## config.mk

```make
export PLATFORM = sky130hd
export DESIGN_NAME = main_fsm_flat
export DESIGN_NICKNAME = d
export VERILOG_FILES = /design/src/rtl/riscv_ctrl_pkg.sv /design/src/rtl/main_fsm_if.sv /design/src/rtl/main_fsm_out_dec.sv /design/src/rtl/main_fsm.sv /design/src/flat_wrapper.sv
export SDC_FILE = /design/constraint.sdc
export NUM_CORES = 1
export LEC_CHECK = 0
export BUFFER_PORTS_ARGS = -buffer_cell sky130_fd_sc_hd__buf_2
export CORE_AREA = 2 2 39 41
export DETAILED_ROUTE_END_ITERATION = 6
export DIE_AREA = 0 0 41 43
export PLACE_DENSITY = 0.77
export SETUP_SLACK_MARGIN = 0.05
export SLEW_MARGIN = 20
export SYNTH_ARGS = -nofsm -noshare
export SYNTH_HDL_FRONTEND = slang
export SYNTH_SLANG_ARGS = --single-unit
```

## constraint.sdc

```tcl
create_clock -name clk -period 2.1 [get_ports clk]
set_clock_uncertainty 0.05 [all_clocks]
set_input_delay 0.525 -clock clk [delete_from_list [all_inputs] [get_ports clk]]
set_output_delay 0.525 -clock clk [all_outputs]
set_load 0.05 [all_outputs]
```

## src/rtl/riscv_ctrl_pkg.sv

```systemverilog
// riscv_ctrl_pkg: encodings shared by the multicycle RISC-V control path
// (main FSM, ALU decoder, datapath). Holds the 4-bit state enum, the
// supported opcode constants, the mux-select / ALUOp encodings and the
// packed control word produced by the state decoder.
// Optional feature macro: MAIN_FSM_JALR_EN (jalr support in main_fsm).
package riscv_ctrl_pkg;

   typedef enum logic [3:0] {
      S_FETCH        = 4'd0,
      S_DECODE       = 4'd1,
      S_MEM_ADR      = 4'd2,
      S_MEM_READ     = 4'd3,
      S_MEM_WB       = 4'd4,
      S_MEM_WRITE    = 4'd5,
      S_EXECUTE_R    = 4'd6,
      S_ALU_WB       = 4'd7,
      S_EXECUTE_I    = 4'd8,
      S_JAL          = 4'd9,
      S_BEQ          = 4'd10,
      S_EXECUTE_JALR = 4'd11
   } state_e;

   localparam logic [6:0] OP_LW     = 7'b0000011;
   localparam logic [6:0] OP_SW     = 7'b0100011;
   localparam logic [6:0] OP_R_TYPE = 7'b0110011;
   localparam logic [6:0] OP_I_ALU  = 7'b0010011;
   localparam logic [6:0] OP_BEQ    = 7'b1100011;
   localparam logic [6:0] OP_JAL    = 7'b1101111;
   localparam logic [6:0] OP_JALR   = 7'b1100111;

   typedef enum logic [1:0] {
      ALUOP_ADD   = 2'b00,
      ALUOP_SUB   = 2'b01,
      ALUOP_FUNCT = 2'b10
   } alu_op_e;

   typedef enum logic [1:0] {
      SRCA_PC     = 2'b00,
      SRCA_OLD_PC = 2'b01,
      SRCA_RS1    = 2'b10
   } src_a_e;

   typedef enum logic [1:0] {
      SRCB_RS2  = 2'b00,
      SRCB_IMM  = 2'b01,
      SRCB_FOUR = 2'b10
   } src_b_e;

   typedef enum logic [1:0] {
      RES_ALU_OUT    = 2'b00,
      RES_DATA       = 2'b01,
      RES_ALU_RESULT = 2'b10
   } result_src_e;

   typedef struct packed {
      alu_op_e     alu_op;
      src_a_e      alu_src_a;
      src_b_e      alu_src_b;
      result_src_e result_src;
      logic        adr_src;
      logic        ir_write;
      logic        pc_update;
      logic        branch;
      logic        reg_write;
      logic        mem_write;
   } ctrl_t;

   // All-zero control word: every select at encoding 00, no writes.
   localparam ctrl_t CTRL_IDLE = '{
      alu_op:     ALUOP_ADD,
      alu_src_a:  SRCA_PC,
      alu_src_b:  SRCB_RS2,
      result_src: RES_ALU_OUT,
      adr_src:    1'b0,
      ir_write:   1'b0,
      pc_update:  1'b0,
      branch:     1'b0,
      reg_write:  1'b0,
      mem_write:  1'b0
   };

endpackage

```

## src/rtl/main_fsm_if.sv

```systemverilog
// main_fsm_if: bundle between the main control FSM and the datapath.
//   op          datapath -> FSM  opcode field of the instruction register
//   ALUOp       FSM -> ALU decoder
//   ALUSrcA/B, ResultSrc, AdrSrc        FSM -> datapath mux selects
//   IRWrite, PCUpdate, Branch, RegWrite, MemWrite  FSM -> write enables
//   illegal_op  FSM -> flag for an unsupported opcode seen in Decode
//   state       FSM -> current state encoding (debug)
// The master modport is the FSM side, the slave modport the datapath side.
interface main_fsm_if;

   logic [6:0] op;
   logic [1:0] ALUOp;
   logic [1:0] ALUSrcA;
   logic [1:0] ALUSrcB;
   logic [1:0] ResultSrc;
   logic       AdrSrc;
   logic       IRWrite;
   logic       PCUpdate;
   logic       Branch;
   logic       RegWrite;
   logic       MemWrite;
   logic       illegal_op;
   logic [3:0] state;

   modport master (
      input  op,
      output ALUOp, ALUSrcA, ALUSrcB, ResultSrc, AdrSrc,
      output IRWrite, PCUpdate, Branch, RegWrite, MemWrite,
      output illegal_op, state
   );

   modport slave (
      output op,
      input  ALUOp, ALUSrcA, ALUSrcB, ResultSrc, AdrSrc,
      input  IRWrite, PCUpdate, Branch, RegWrite, MemWrite,
      input  illegal_op, state
   );

endinterface

```

## src/rtl/main_fsm_out_dec.sv

```systemverilog
// main_fsm_out_dec: purely combinational state -> control-word decode for
// the multicycle main FSM (Moore outputs).
//   state  in   current (or reset-substituted) state
//   ctrl   out  packed mux selects, ALUOp and write enables
// Encodings with no defined behaviour decode to the all-zero word.
// Optional feature macro: MAIN_FSM_JALR_EN (adds ExecuteJALR decode).
module main_fsm_out_dec
   import riscv_ctrl_pkg::*;
(
   input  state_e state,
   output ctrl_t  ctrl
);

   always_comb begin
      // NOTE: default the whole word first so every path assigns every bit
      // and no latch is inferred.
      ctrl = CTRL_IDLE;
      case (state)
         S_FETCH: begin
            ctrl.alu_src_b  = SRCB_FOUR;
            ctrl.result_src = RES_ALU_RESULT;
            ctrl.ir_write   = 1'b1;
            ctrl.pc_update  = 1'b1;
         end
         S_DECODE: begin
            ctrl.alu_src_a = SRCA_OLD_PC;
            ctrl.alu_src_b = SRCB_IMM;
         end
         S_MEM_ADR: begin
            ctrl.alu_src_a = SRCA_RS1;
            ctrl.alu_src_b = SRCB_IMM;
         end
         S_MEM_READ: ctrl.adr_src = 1'b1;
         S_MEM_WB: begin
            ctrl.result_src = RES_DATA;
            ctrl.reg_write  = 1'b1;
         end
         S_MEM_WRITE: begin
            ctrl.adr_src   = 1'b1;
            ctrl.mem_write = 1'b1;
         end
         S_EXECUTE_R: begin
            ctrl.alu_src_a = SRCA_RS1;
            ctrl.alu_op    = ALUOP_FUNCT;
         end
         S_ALU_WB: ctrl.reg_write = 1'b1;
         S_EXECUTE_I: begin
            ctrl.alu_src_a = SRCA_RS1;
            ctrl.alu_src_b = SRCB_IMM;
            ctrl.alu_op    = ALUOP_FUNCT;
         end
         // JAL: ALUOut (rs1+imm for jalr, OldPC+imm for jal) goes to PC,
         // while the ALU forms OldPC+4 for the ALUWB write of rd.
         S_JAL: begin
            ctrl.alu_src_a = SRCA_OLD_PC;
            ctrl.alu_src_b = SRCB_FOUR;
            ctrl.pc_update = 1'b1;
         end
         S_BEQ: begin
            ctrl.alu_src_a = SRCA_RS1;
            ctrl.alu_op    = ALUOP_SUB;
            ctrl.branch    = 1'b1;
         end
`ifdef MAIN_FSM_JALR_EN
         S_EXECUTE_JALR: begin
            ctrl.alu_src_a = SRCA_RS1;
            ctrl.alu_src_b = SRCB_IMM;
         end
`endif
         default: ctrl = CTRL_IDLE;
      endcase
   end

endmodule

```

## src/rtl/main_fsm.sv

```systemverilog
// main_fsm: multicycle RISC-V main control FSM. Sequences each instruction
// through Fetch, Decode and its execute/writeback states, driving ALUOp,
// every datapath mux select and every write enable.
//   clk    in  system clock, rising edge
//   reset  in  synchronous active-high reset, forces Fetch
//   bus    master side of main_fsm_if (op in; controls, illegal_op, state out)
// Optional feature macro: MAIN_FSM_JALR_EN adds jalr (ExecuteJALR -> JAL ->
// ALUWB); without it opcode 1100111 is treated as unsupported.
module main_fsm
   import riscv_ctrl_pkg::*;
(
   input  logic          clk,
   input  logic          reset,
   main_fsm_if.master    bus
);

   state_e state_q, state_d;
   state_e dec_state;
   ctrl_t  ctrl;
   logic   illegal_raw;

   // NOTE: reset is synchronous, so it lives inside the clocked block and
   // the state register updates with non-blocking assignments only.
   always_ff @(posedge clk) begin
      if (reset) state_q <= S_FETCH;
      else       state_q <= state_d;
   end

   // Next state. op is only looked at in Decode and MemAdr.
   always_comb begin
      state_d     = S_FETCH;
      illegal_raw = 1'b0;
      case (state_q)
         S_FETCH: state_d = S_DECODE;
         S_DECODE: begin
            case (bus.op)
               OP_LW, OP_SW: state_d = S_MEM_ADR;
               OP_R_TYPE:    state_d = S_EXECUTE_R;
               OP_I_ALU:     state_d = S_EXECUTE_I;
               OP_JAL:       state_d = S_JAL;
               OP_BEQ:       state_d = S_BEQ;
`ifdef MAIN_FSM_JALR_EN
               OP_JALR:      state_d = S_EXECUTE_JALR;
`endif
               default:      illegal_raw = 1'b1;
            endcase
         end
         S_MEM_ADR:   state_d = (bus.op == OP_LW) ? S_MEM_READ : S_MEM_WRITE;
         S_MEM_READ:  state_d = S_MEM_WB;
         S_EXECUTE_R: state_d = S_ALU_WB;
         S_EXECUTE_I: state_d = S_ALU_WB;
         S_JAL:       state_d = S_ALU_WB;
`ifdef MAIN_FSM_JALR_EN
         S_EXECUTE_JALR: state_d = S_JAL;
`endif
         // MemWB, MemWrite, ALUWB, BEQ and unreachable codes return to Fetch.
         default:     state_d = S_FETCH;
      endcase
   end

   // During reset the selects show Fetch values even if the register still
   // holds a mid-instruction state; write enables are then gated off below.
   assign dec_state = reset ? S_FETCH : state_q;

   main_fsm_out_dec u_out_dec (
      .state (dec_state),
      .ctrl  (ctrl)
   );

   always_comb begin
      bus.ALUOp      = ctrl.alu_op;
      bus.ALUSrcA    = ctrl.alu_src_a;
      bus.ALUSrcB    = ctrl.alu_src_b;
      bus.ResultSrc  = ctrl.result_src;
      bus.AdrSrc     = ctrl.adr_src;
      bus.IRWrite    = ctrl.ir_write  & ~reset;
      bus.PCUpdate   = ctrl.pc_update & ~reset;
      bus.Branch     = ctrl.branch    & ~reset;
      bus.RegWrite   = ctrl.reg_write & ~reset;
      bus.MemWrite   = ctrl.mem_write & ~reset;
      bus.illegal_op = illegal_raw    & ~reset;
      bus.state      = state_q;
   end

endmodule

```

## src/flat_wrapper.sv

```systemverilog
// flat-port wrapper written by rule: the top's interface ports become plain ports
module main_fsm_flat import riscv_ctrl_pkg::*;
  (clk, reset, bus_op, bus_ALUOp, bus_ALUSrcA, bus_ALUSrcB, bus_ResultSrc, bus_AdrSrc, bus_IRWrite, bus_PCUpdate, bus_Branch, bus_RegWrite, bus_MemWrite, bus_illegal_op, bus_state);
  main_fsm_if bus_i ();
  input  logic clk;
  input  logic reset;
  input wire logic [$bits(bus_i.op)-1:0] bus_op;
  output wire logic [$bits(bus_i.ALUOp)-1:0] bus_ALUOp;
  output wire logic [$bits(bus_i.ALUSrcA)-1:0] bus_ALUSrcA;
  output wire logic [$bits(bus_i.ALUSrcB)-1:0] bus_ALUSrcB;
  output wire logic [$bits(bus_i.ResultSrc)-1:0] bus_ResultSrc;
  output wire logic [$bits(bus_i.AdrSrc)-1:0] bus_AdrSrc;
  output wire logic [$bits(bus_i.IRWrite)-1:0] bus_IRWrite;
  output wire logic [$bits(bus_i.PCUpdate)-1:0] bus_PCUpdate;
  output wire logic [$bits(bus_i.Branch)-1:0] bus_Branch;
  output wire logic [$bits(bus_i.RegWrite)-1:0] bus_RegWrite;
  output wire logic [$bits(bus_i.MemWrite)-1:0] bus_MemWrite;
  output wire logic [$bits(bus_i.illegal_op)-1:0] bus_illegal_op;
  output wire logic [$bits(bus_i.state)-1:0] bus_state;
  assign bus_i.op = bus_op;
  assign bus_ALUOp = bus_i.ALUOp;
  assign bus_ALUSrcA = bus_i.ALUSrcA;
  assign bus_ALUSrcB = bus_i.ALUSrcB;
  assign bus_ResultSrc = bus_i.ResultSrc;
  assign bus_AdrSrc = bus_i.AdrSrc;
  assign bus_IRWrite = bus_i.IRWrite;
  assign bus_PCUpdate = bus_i.PCUpdate;
  assign bus_Branch = bus_i.Branch;
  assign bus_RegWrite = bus_i.RegWrite;
  assign bus_MemWrite = bus_i.MemWrite;
  assign bus_illegal_op = bus_i.illegal_op;
  assign bus_state = bus_i.state;
  main_fsm u_core (.clk(clk), .reset(reset), .bus(bus_i));
endmodule
```

# Word level (Yosys, flattened, before mapping)
# Cells that the tools add are included.
[word_totals]
register_bits = 4
wordCells = 58
[op_classes]
bitwise_logic = 7
n_eq_ne = 22
muxes = 16
n_reduce_logical = 12
[op_table]
columns = ["operator", "n"]
rows = [
  ["case mux 4 bit (5 select lines)", 2],
  ["== test 4 x 3 -> 1 bit, second input constant", 5],
  ["== test 4 bit, second input constant", 5],
  ["== test 4 x 2 -> 1 bit, second input constant", 4],
  ["case mux 2 bit (2 select lines)", 4],
  ["== test 7 x 6 -> 1 bit, second input constant", 2],
  ["== test 7 bit, second input constant", 2],
  ["OR reduction 2 bit", 6],
  ["== test 4 x 1 -> 1 bit, second input constant", 2],
  ["zero test 4 bit", 2],
  ["two-way mux 1 bit", 8],
  ["== test 7 x 2 -> 1 bit, second input constant", 1],
  ["== test 7 x 5 -> 1 bit, second input constant", 1],
  ["bitwise AND 1 bit", 6],
  ["OR reduction 3 bit", 2],
  ["OR reduction 6 bit", 1],
  ["two-way mux 4 bit", 1],
  ["OR reduction 4 bit", 1],
  ["two-way mux 3 bit", 1],
  ["inverter 1 bit", 1],
]

# Longest topological paths before layout
# Gate-level depths: netlist of run 1.
[logic_depth]
depth_word = 5
ltp_mapped = 5

# Cells and area by module
# A second synthesis of run 1 with hierarchy kept.
[hier_totals]
cells_unflattened = 77
hier_area_um2 = 563.0
[by_module_without_submodules]
columns = ["mod", "seq_area_each_um2", "cells_each", "area_per_inst_um2", "instances"]
rows = [
  ["main_fsm", 80.1, 50, 376.6, 1],
  ["main_fsm_out_dec", 0.0, 27, 186.4, 1],
]

# Worst setup path before layout of run 1
# Ideal clock, no wire load.
[synth_timing]
kind = "flip-flop to output port"
startpoint = "reg u_core.state_q[1], in the netlist u_core.bus.state[1]"
endpoint = "out bus_ALUSrcA[1]"
setup_slack_ns = -2.088
arrival_time_ns = 3.613
stages_incl_launch_ff = 4
n_path_buf = 1
required_time_ns = 1.525
cell_sequence = "dfxtp_1 -> buf_1 -> nor2_1 -> a2111oi_0"
[synth_via]
elab_chain_len = 4
[synth_lines]
columns = ["item", "line", "rtl"]
rows = [
  ["from (decl)", "main_fsm.sv:17", "state_e state_q, state_d;"],
  ["from (signal assigned)", "main_fsm.sv:26", "else state_q <= state_d;"],
  ["two-way mux 4 bit *", "main_fsm.sv:63", "assign dec_state = reset ? S_FETCH : state_q;"],
  ["== test 4 bit, or another cell as far along", "main_fsm_out_dec.sv:18", "case (state)"],
  ["OR reduction 4 bit (no line) / OR reduction 2 bit (equally long branches)", "n/a", ""],
  ["case mux 2 bit (2 select lines) *", "main_fsm_out_dec.sv:18", ""],
  ["to (decl)", "flat_wrapper.sv:9", "output wire logic [$bits(bus_i.ALUSrcA)-1:0] bus_ALUSrcA;"],
]
# Mark *: on every way between the ends. The rest lies on a longest branch, timed or not.

# Worst setup path in the final report of run 1
[layout_timing]
startpoint = "in bus_op[5]"
endpoint = "out bus_illegal_op"
[layout_via]
elab_chain_len = 5
[layout_lines]
columns = ["item", "line", "rtl"]
rows = [
  ["from (decl)", "flat_wrapper.sv:7", "input wire logic [$bits(bus_i.op)-1:0] bus_op;"],
  ["== test 7 x 6 -> 1 bit, or another cell as far along", "main_fsm.sv:36", "case (bus.op)"],
  ["OR reduction 6 bit (no line) *", "n/a", ""],
  ["two-way mux 1 bit *", "main_fsm.sv:36", ""],
  ["two-way mux 1 bit *", "main_fsm.sv:33", "case (state_q)"],
  ["bitwise AND 1 bit *", "main_fsm.sv:81", "bus.illegal_op = illegal_raw & ~reset;"],
  ["to (decl)", "flat_wrapper.sv:18", "output wire logic [$bits(bus_i.illegal_op)-1:0] bus_illegal_op;"],
]
# Marked as above.

==> impl_metrics.toml, run 1 <==
[status]
status = "complete, no violations"

[synth]
synth_top_family_by_area = "simple AND/OR/NAND/NOR gates"
synth_top_area_share_pct = 15.76
synthAdderAreaFrac_pct = 0
ys_top_cells_by_area = "dfxtp_1, nor2_1, a21oi_1"
yosysUniqueCellTypes = 33
synth_edf_count = 0
synth_common_cells = "nor2_1, a21oi_1, nand2_1, nor3_1"
syn_avg_cell_area_um2 = 6.597
post-synth-top-count-cell = "nor2_1"
synth_fp_nets = 86
synth-seq-cells = 4
ys.flop_type = "dfxtp_1"
synth-compound-area-share_pct = 23.89
syn_area_um2 = 508.0
yosys.area.top_type = "dfxtp_1"
ys_async_sr_fraction_pct = 0
syn_inst = 77
yosys-mux-area-fraction_pct = 1.970
ys_warn_count = 0
synth_seq_area_share_pct = 15.76
synthXorXnorAreaFrac_pct = 6.897
synthSimpleGateAreaFrac_pct = 46.31

[placement]
place_ws_ns = -0.05000
placed_cells = 125
dpl.hpwl_um = 1307
placement.io_buffers = 27
place.gp.congestion = 0.9251

[sta]
report.final.slew_viol_count = 0
final-setup-viol-count = 0
worst_pin_slew_ns = 0.3562
setup_ws_ns = 0.03518
fmax_mhz = 484.3
hold_viol = 0
relSlewSlack_pct = 76.25
min_period_over_period_pct = 98.32
min_period_ns = 2.065
rsz0062_at_grt = "true"
fin_setup_tns_ns = 0

[global_route]
grt_util_met2_pct = 38.13
overflow = 0
grt_pass1_vias = 662
grtUsageTotal_pct = 24.20
grt_use_met3_pct = 6.806
grt_max_degree = 14
antenna_found_initial = 0
use_met1_pct = 31.51
grt.busiest_layer = "met2"
grt_pass1_wl_um = 2946

[worst_setup_path]
cp.arrival_ns = 1.49
worstSetupStartpointType = "primary input"
rrSetupSlack_ns = 0.65
cp_max_fo = 2
end_kind = "output pin"
critical_path_class = "in -> out"
required_ns = 1.52

[drt]
vias = 763
dr.pass1.iters = 4
wl_um = 1835
drc = 0
drt-wirelength-per-cell_um = 13.90
drt-initial-drc-count = 25
ant_nets = 0
vias_per_cell = 5.780

[finish]
fin_cells = 132
drive_above_1_share_pct = 64.66
fin_nets = 126
antenna_cells = 0
multiInputGateArea_um2 = 591.8
area_growth_pct = 103.4
largest_reg_flops = 4
seq_area_um2 = 92.59
num-fill-cells = 107
final_core_util_pct = 74.68

[power]
comb_power_share_pct = 43.7
p_clk_share_pct = 31.8
p_seq_share_pct = 24.5
p_total_mw = 0.3436
worst_ir_drop_vdd_mv = 0.4442
power.leakage_nw = 0.4228
cellPowerDensity_nw_per_um2 = 332.5
intPower_mw = 0.2058
swShare_pct = 40.09
power_switching_mw = 0.1378

[clock_tree]
clk_latency_ns = 0.25
root_buffer = "clkbuf_4"
clk_pin_slew_ns = 0.03
tritoncts = "built"
cts_made_buffers = 3
cts_max_level = 1
cts.path.max_buffers = 2
postCtsHoldBufs = 0
cts.sinks = 4

[worst_hold_path]
hp-class = "reg -> reg"

[die]
io_pins = 28
coreArea_um2 = 1384
rows = 14
dieArea_um2 = 1763
die_h_um = 43
die-width_um = 41
initial_core_util_pct = 36.71

[flow_run]
cap_violations = 0
metal layers:
layer	vias up	wire length [µm]
met3	6	118
met4	0	12
li1	366	-
met2	35	979
met1	356	724
met5	-	0
critical path, cell delays in order:
cell,delay (ns)
buf_6,0.07
nand2_2,0.04
or3_4,0.36
a21o_4,0.19
nor3b_4,0.15
buf_6,0.15
kinds of logic after synthesis:
family,after synthesis
muxes,1
and+or+nand+nor,43
DFF,4
AOI/OAI and AO/OA,18
xor gates and xnor gates,4
buffers and inverters,7
power groups by stage:
stage | registers [mW] | logic [mW] | clock network, mW
2_1_floorplan | 0.0887 | 0.0916 | 0
3_3_place_gp | 0.0866 | 0.131 | 0
3_5_place_dp | 0.0866 | 0.133 | 0
4_1_cts | 0.0841 | 0.146 | 0.112
5_1_grt | 0.0848 | 0.159 | 0.123
6_report | 0.0842 | 0.150 | 0.109
what timing repair did:
| action | in CTS | in global routing |
|---|---|---|
| gates resized for setup | 16 | 12 |
| endpoints found under the setup margin | 9 | 8 |
| pin swaps | 3 | 0 |
| setup buffers | 2 | 1 |
metrics by stage:
| step | area [µm²] | hold WS [ns] |
|---|---|---|
| global placement | 880.8 | 0.5371 |
| CTS | 987.2 | 0.5626 |
| detailed placement | 880.8 | 0.5572 |
| global route | 1033 | 0.5992 |
| floorplan | 686.9 | 0.6296 |
| finish | 1033 | 0.5591 |
final cells by class:
class | count | area share (%)
multi-input cells | 66 | 57.26
repair buffers | 41 | 28.93
flip-flops and latches | 4 | 8.959
clock buffers | 4 | 2.542
well taps | 16 | 1.937
inverters | 1 | 0.3632
cell usage in the layout, fill, tap and decap left out, drive strengths merged, types with 4 or more instances in the layout:
cell and count:
buf 38, nor2 9, clkbuf 7, nand2 7, a21oi 6, nor3 6, dfxtp 4
worst paths after layout:
| kind | end | start | cells after the start |
|---|---|---|---|
| worst min register to register | u_core.bus.state[0] | u_core.bus.state[3] | 2 |
| worst max register to register | u_core.bus.state[2] | u_core.bus.state[0] | 4 |
| worst max-delay path | bus_illegal_op | bus_op[5] | 6 |
| worst min-delay path | u_core.bus.state[0] | u_core.bus.state[3] | 2 |
No activity file was read; power rests on OpenSTA's default activity.
==> inputs of run 2 (changes only) <==
clock period = 1.95 ns   (was 2.1 ns; I/O delays follow)
==> run 2 against run 1 <==
The run now ends with negative setup slack left. Setup slack worse by 0.073 ns. Combinational power up 33%. Clock-buffer cell count down 1. Critical path type unchanged. Die area unchanged. Power up 13%. Highest routed layer unchanged. Global-route usage up 2.8 points. Cell count up 11%. Sequential share of layout area down 1.6 points. Via count up 11%. Hold slack worse by 0.0019 ns. Sequential power up 4.5%.
==> impl_metrics.toml, run 2 (synthesis results as in run 1) <==
[drt]
drt-wirelength-per-cell_um = 16.60
drc = 0
vias = 849
drt-initial-drc-count = 26
wl_um = 2440
dr.pass1.iters = 4
vias_per_cell = 5.776
ant_nets = 0

[finish]
drive_above_1_share_pct = 73.28
fin_area_um2 = 1290
fin_nets = 142
final_common_cell = "buf_4"
seq_area_um2 = 95.09
fin_cells = 147
antenna_cells = 0
final_core_util_pct = 93.22
final_cell_mix = "buf_4, buf_6, buf_2, nor2_2, a21oi_1"
largest_reg_flops = 4
num-fill-cells = 47
area_growth_pct = 153.9
multiInputGateArea_um2 = 629.4

[power]
swShare_pct = 38.70
intPower_mw = 0.2378
power_switching_mw = 0.1501
cellPowerDensity_nw_per_um2 = 300.7
comb_power_share_pct = 51.6
p_seq_share_pct = 22.7
worst_ir_drop_vdd_mv = 0.6704
p_clk_share_pct = 25.7
power.leakage_nw = 0.5371

[worst_setup_path]
worstSetupStartpointType = "primary input"
rr_worst_depth = 4
critical_path_class = "in -> out"
path_delay_family = "simple AND/OR/NAND/NOR gates"
path_depth = 6
slowest_stage = "or3_4"
cp_cell_sequence = "buf_2, nand2_2, or3_4, a21o_4, nor3b_4, buf_6"
required_ns = 1.41
end_kind = "output pin"
cp_max_fo = 2
max_stage_delay_ns = 0.33
cp.arrival_ns = 1.45
path_buf_inv = 2

[sta]
setup_ws_ns = -0.03774
fin_setup_tns_ns = -0.04597
min_period_over_period_pct = 101.9
rsz0062_at_grt = "true"
min_period_ns = 1.988
relSlewSlack_pct = 80.52
report.final.slew_viol_count = 0
final-setup-viol-count = 2
fmax_mhz = 503.1
hold_viol = 0
holdWs_ns = 0.5572
worst_pin_slew_ns = 0.2922

[global_route]
grt_util_met2_pct = 44.69
grt_use_met3_pct = 7.330
use_met1_pct = 28.94
grt.busiest_layer = "met2"
grt_pass1_vias = 839
antenna_found_initial = 0
grt_pass1_wl_um = 3312
grt_max_degree = 16
grtUsageTotal_pct = 27.01
overflow = 0

[clock_tree]
tritoncts = "built"
clk_pin_slew_ns = 0.03
cts.sinks = 4
cts_max_level = 1
root_buffer = "clkbuf_4"
clk_latency_ns = 0.23
cts_made_buffers = 3
cts.path.max_buffers = 2

[flow_run]
cap_violations = 0

[placement]
place.gp.congestion = 0.8604
placement.io_buffers = 27
dpl.hpwl_um = 1271
placed_cells = 129
place_area_um2 = 952.2

[die]
rows = 14
die-width_um = 41
io_pins = 28
initial_core_util_pct = 36.71
die_h_um = 43
coreArea_um2 = 1384
dieArea_um2 = 1763

[status]
status = "finished, violations left"
violations = "negative setup slack"

[worst_hold_path]
hold_path_depth = 4
hp-class = "in -> reg"
run 2: cell count changes in the layout (fill, tap and decap cells not counted), moves of 3 or more:
cell	before	now
buf_6	7	17
buf_2	14	8
nor2_1	4	1
buf_4	17	27
nor2_2	2	5
run 2: worst paths after layout:
check	startpoint	endpoint	slack [ns]
worst max-delay path	bus_op[0]	bus_illegal_op	-0.04
worst max register to register	u_core.bus.state[2]	u_core.bus.state[0]	0.39
worst min-delay path	bus_op[4]	u_core.bus.state[3]	0.56
worst min register to register	u_core.bus.state[2]	u_core.bus.state[0]	0.65
run 2: final cells by class:
class,instances,area share (%)
Sequential cell,4,7.371
Clock buffer,3,1.746
Inverter,1,0.2910
Tap cell,16,1.552
Timing Repair Buffer,57,40.25
Multi-Input combinational cell,66,48.79
run 2: power groups by stage:
stage	Combinational, mW	Sequential, mW	Clock (mW)
final	0.200	0.0880	0.0996
after global routing	0.210	0.0887	0.110
after CTS	0.182	0.0866	0.104
after detailed placement	0.150	0.0944	0
after global placement	0.148	0.0946	0
after floorplan	0.105	0.0928	0
run 2: per-layer routing:
metal	vias to the layer above	share of wire (%)
li1	399	-
met5	-	0
met1	391	37
met3	8	5.2
met2	51	55
met4	0	3.0
run 2: what timing repair did:
action	CTS	global route
resized for setup	24	30
pin swaps	4	5
buffers inserted	11	3
cloned	1	0
hold buffers	0	0
endpoints found under the setup margin	13	15
run 2: tightest hold or removal path, cell delays in order:
cell	delay [ns]
buf_6	0.07
or3_4	0.11
a21o_4	0.08
a21oi_1	0.05
run 2: per-stage QoR:
| stage | power, mW | setup slack [ns] |
|---|---|---|
| after floorplan | 0.1981 | -0.06047 |
| after global routing | 0.4080 | -0.08020 |
| after detailed placement | 0.2445 | -0.1258 |
| after global placement | 0.2427 | -0.1084 |
| after CTS | 0.3728 | -0.03226 |
| final | 0.3879 | -0.03774 |
==> inputs of run 3 (changes only) <==
SKIP_LAST_GASP = 1   (was default)
==> run 3 against run 2 <==
Highest routed layer unchanged. Power grew 0.41%. The run still ends with negative setup slack left. Via count rose by 0.35%. Global-route usage shrank 0.70 points. Die area is the same.
==> impl_metrics.toml, run 3 (synthesis results as in run 1) <==
[status]
status = "finished, violations left"
violations = "negative setup slack"

[clock_tree]
cts.path.max_buffers = 2
clk_latency_ns = 0.23
clk_pin_slew_ns = 0.03
root_buffer = "clkbuf_4"
cts_made_buffers = 3
cts_max_level = 1
tritoncts = "built"
cts.sinks = 4

[sta]
final-setup-viol-count = 2
hold_viol = 0
min_period_over_period_pct = 103.5
min_period_ns = 2.018
fmax_mhz = 495.6
setup_ws_ns = -0.06788
report.final.slew_viol_count = 0
relSlewSlack_pct = 76.49
worst_pin_slew_ns = 0.3527
rsz0062_at_grt = "true"

[finish]
fin_nets = 140
num-fill-cells = 60
antenna_cells = 0
seq_area_um2 = 95.09
area_growth_pct = 149.0
drive_above_1_share_pct = 71.32
largest_reg_flops = 4
final_common_cell = "buf_4"
final_cell_mix = "buf_4, buf_6, buf_2, a21oi_1"
multiInputGateArea_um2 = 623.1
fin_cells = 145

[power]
p_total_mw = 0.3895
power.leakage_nw = 0.5377
worst_ir_drop_vdd_mv = 0.6473
cellPowerDensity_nw_per_um2 = 307.9

[worst_setup_path]
cp_max_fo = 2
required_ns = 1.41
worstSetupStartpointType = "primary input"
end_kind = "output pin"
cp.arrival_ns = 1.48
critical_path_class = "in -> out"

[drt]
ant_nets = 0
vias_per_cell = 5.876
dr.pass1.iters = 4
drt-wirelength-per-cell_um = 18.18
drt-initial-drc-count = 20
vias = 852
drc = 0
wl_um = 2636

[placement]
place.gp.congestion = 0.8604
placement.io_buffers = 27
dpl.hpwl_um = 1271
placed_cells = 129

[global_route]
grt_max_degree = 16
grtUsageTotal_pct = 26.31
grt_pass1_wl_um = 3215
overflow = 0
grt_pass1_vias = 789
antenna_found_initial = 0

[die]
coreArea_um2 = 1384
die_h_um = 43
die-width_um = 41
rows = 14
dieArea_um2 = 1763
initial_core_util_pct = 36.71
io_pins = 28

[worst_hold_path]
hp-class = "in -> reg"

[flow_run]
cap_violations = 0
[run 3: cell count changes in the layout (fill, tap and decap cells not counted), sizes merged]
cell | before | now
bufbuf | 0 | 1
buf | 56 | 53
[run 3: final timing paths]
path	from	endpoint	slack (ns)	cells past startpoint
setup / recovery	bus_op[5]	bus_illegal_op	-0.07	6
setup reg to reg	u_core.bus.state[2]	u_core.bus.state[0]	0.39	4
hold / removal	bus_op[4]	u_core.bus.state[3]	0.59	4
hold reg to reg	u_core.bus.state[2]	u_core.bus.state[0]	0.66	3
[run 3: layer usage]
metal / global-route usage (%) / routed length [µm]
met1: 29.58 / 937
met4: 8.000 / 59
met5: 0 / 0
met2: 46.25 / 1471
met3: 5.236 / 167
[run 3: area by class of cell]
| type | count | share of cell area [%] |
|---|---|---|
| inverters | 1 | 0.2967 |
| repair buffers | 55 | 39.56 |
| well taps | 16 | 1.583 |
| multi-input cells | 66 | 49.26 |
| clock buffers | 3 | 1.780 |
| flip-flops and latches | 4 | 7.517 |
[run 3: timing repair]
item / 4_1_cts / 5_1_grt
gates resized for setup: 22 / 26
pin swaps: 4 / 2
endpoints found under the setup margin: 13 / 15
buffers inserted: 11 / 1
hold endpoints to repair: 0 / 0
gates cloned: 1 / 0
hold buffers: 0 / 0
[run 3: critical path, stage by stage]
cell	delay (ns)
buf_6	0.07
nand2_1	0.06
or3_4	0.38
a21o_4	0.19
nor3b_4	0.14
buf_6	0.14
[run 3: power breakdown]
part / switching, mW / internal (mW) / total [mW]
clock: 0.0320 / 0.0687 / 0.101
sequential: 0.00771 / 0.0807 / 0.0884
combinational: 0.114 / 0.0861 / 0.200
[run 3: metrics by stage]
step                area (µm²)   TNS, ns  hold WS (ns)  utilization (%)  worst slack (ns)
floorplan                754.5   -0.1115        0.5895                -          -0.06047
detailed placement       952.2   -0.1258        0.5540            68.81           -0.1258
global route              1265   -0.2333        0.5950            91.41           -0.1002
global placement         952.2   -0.1084        0.5510            68.81           -0.1084
CTS                       1170  -0.03226        0.5664            84.54          -0.03226
finish                    1265  -0.07252        0.5853            91.41          -0.06788
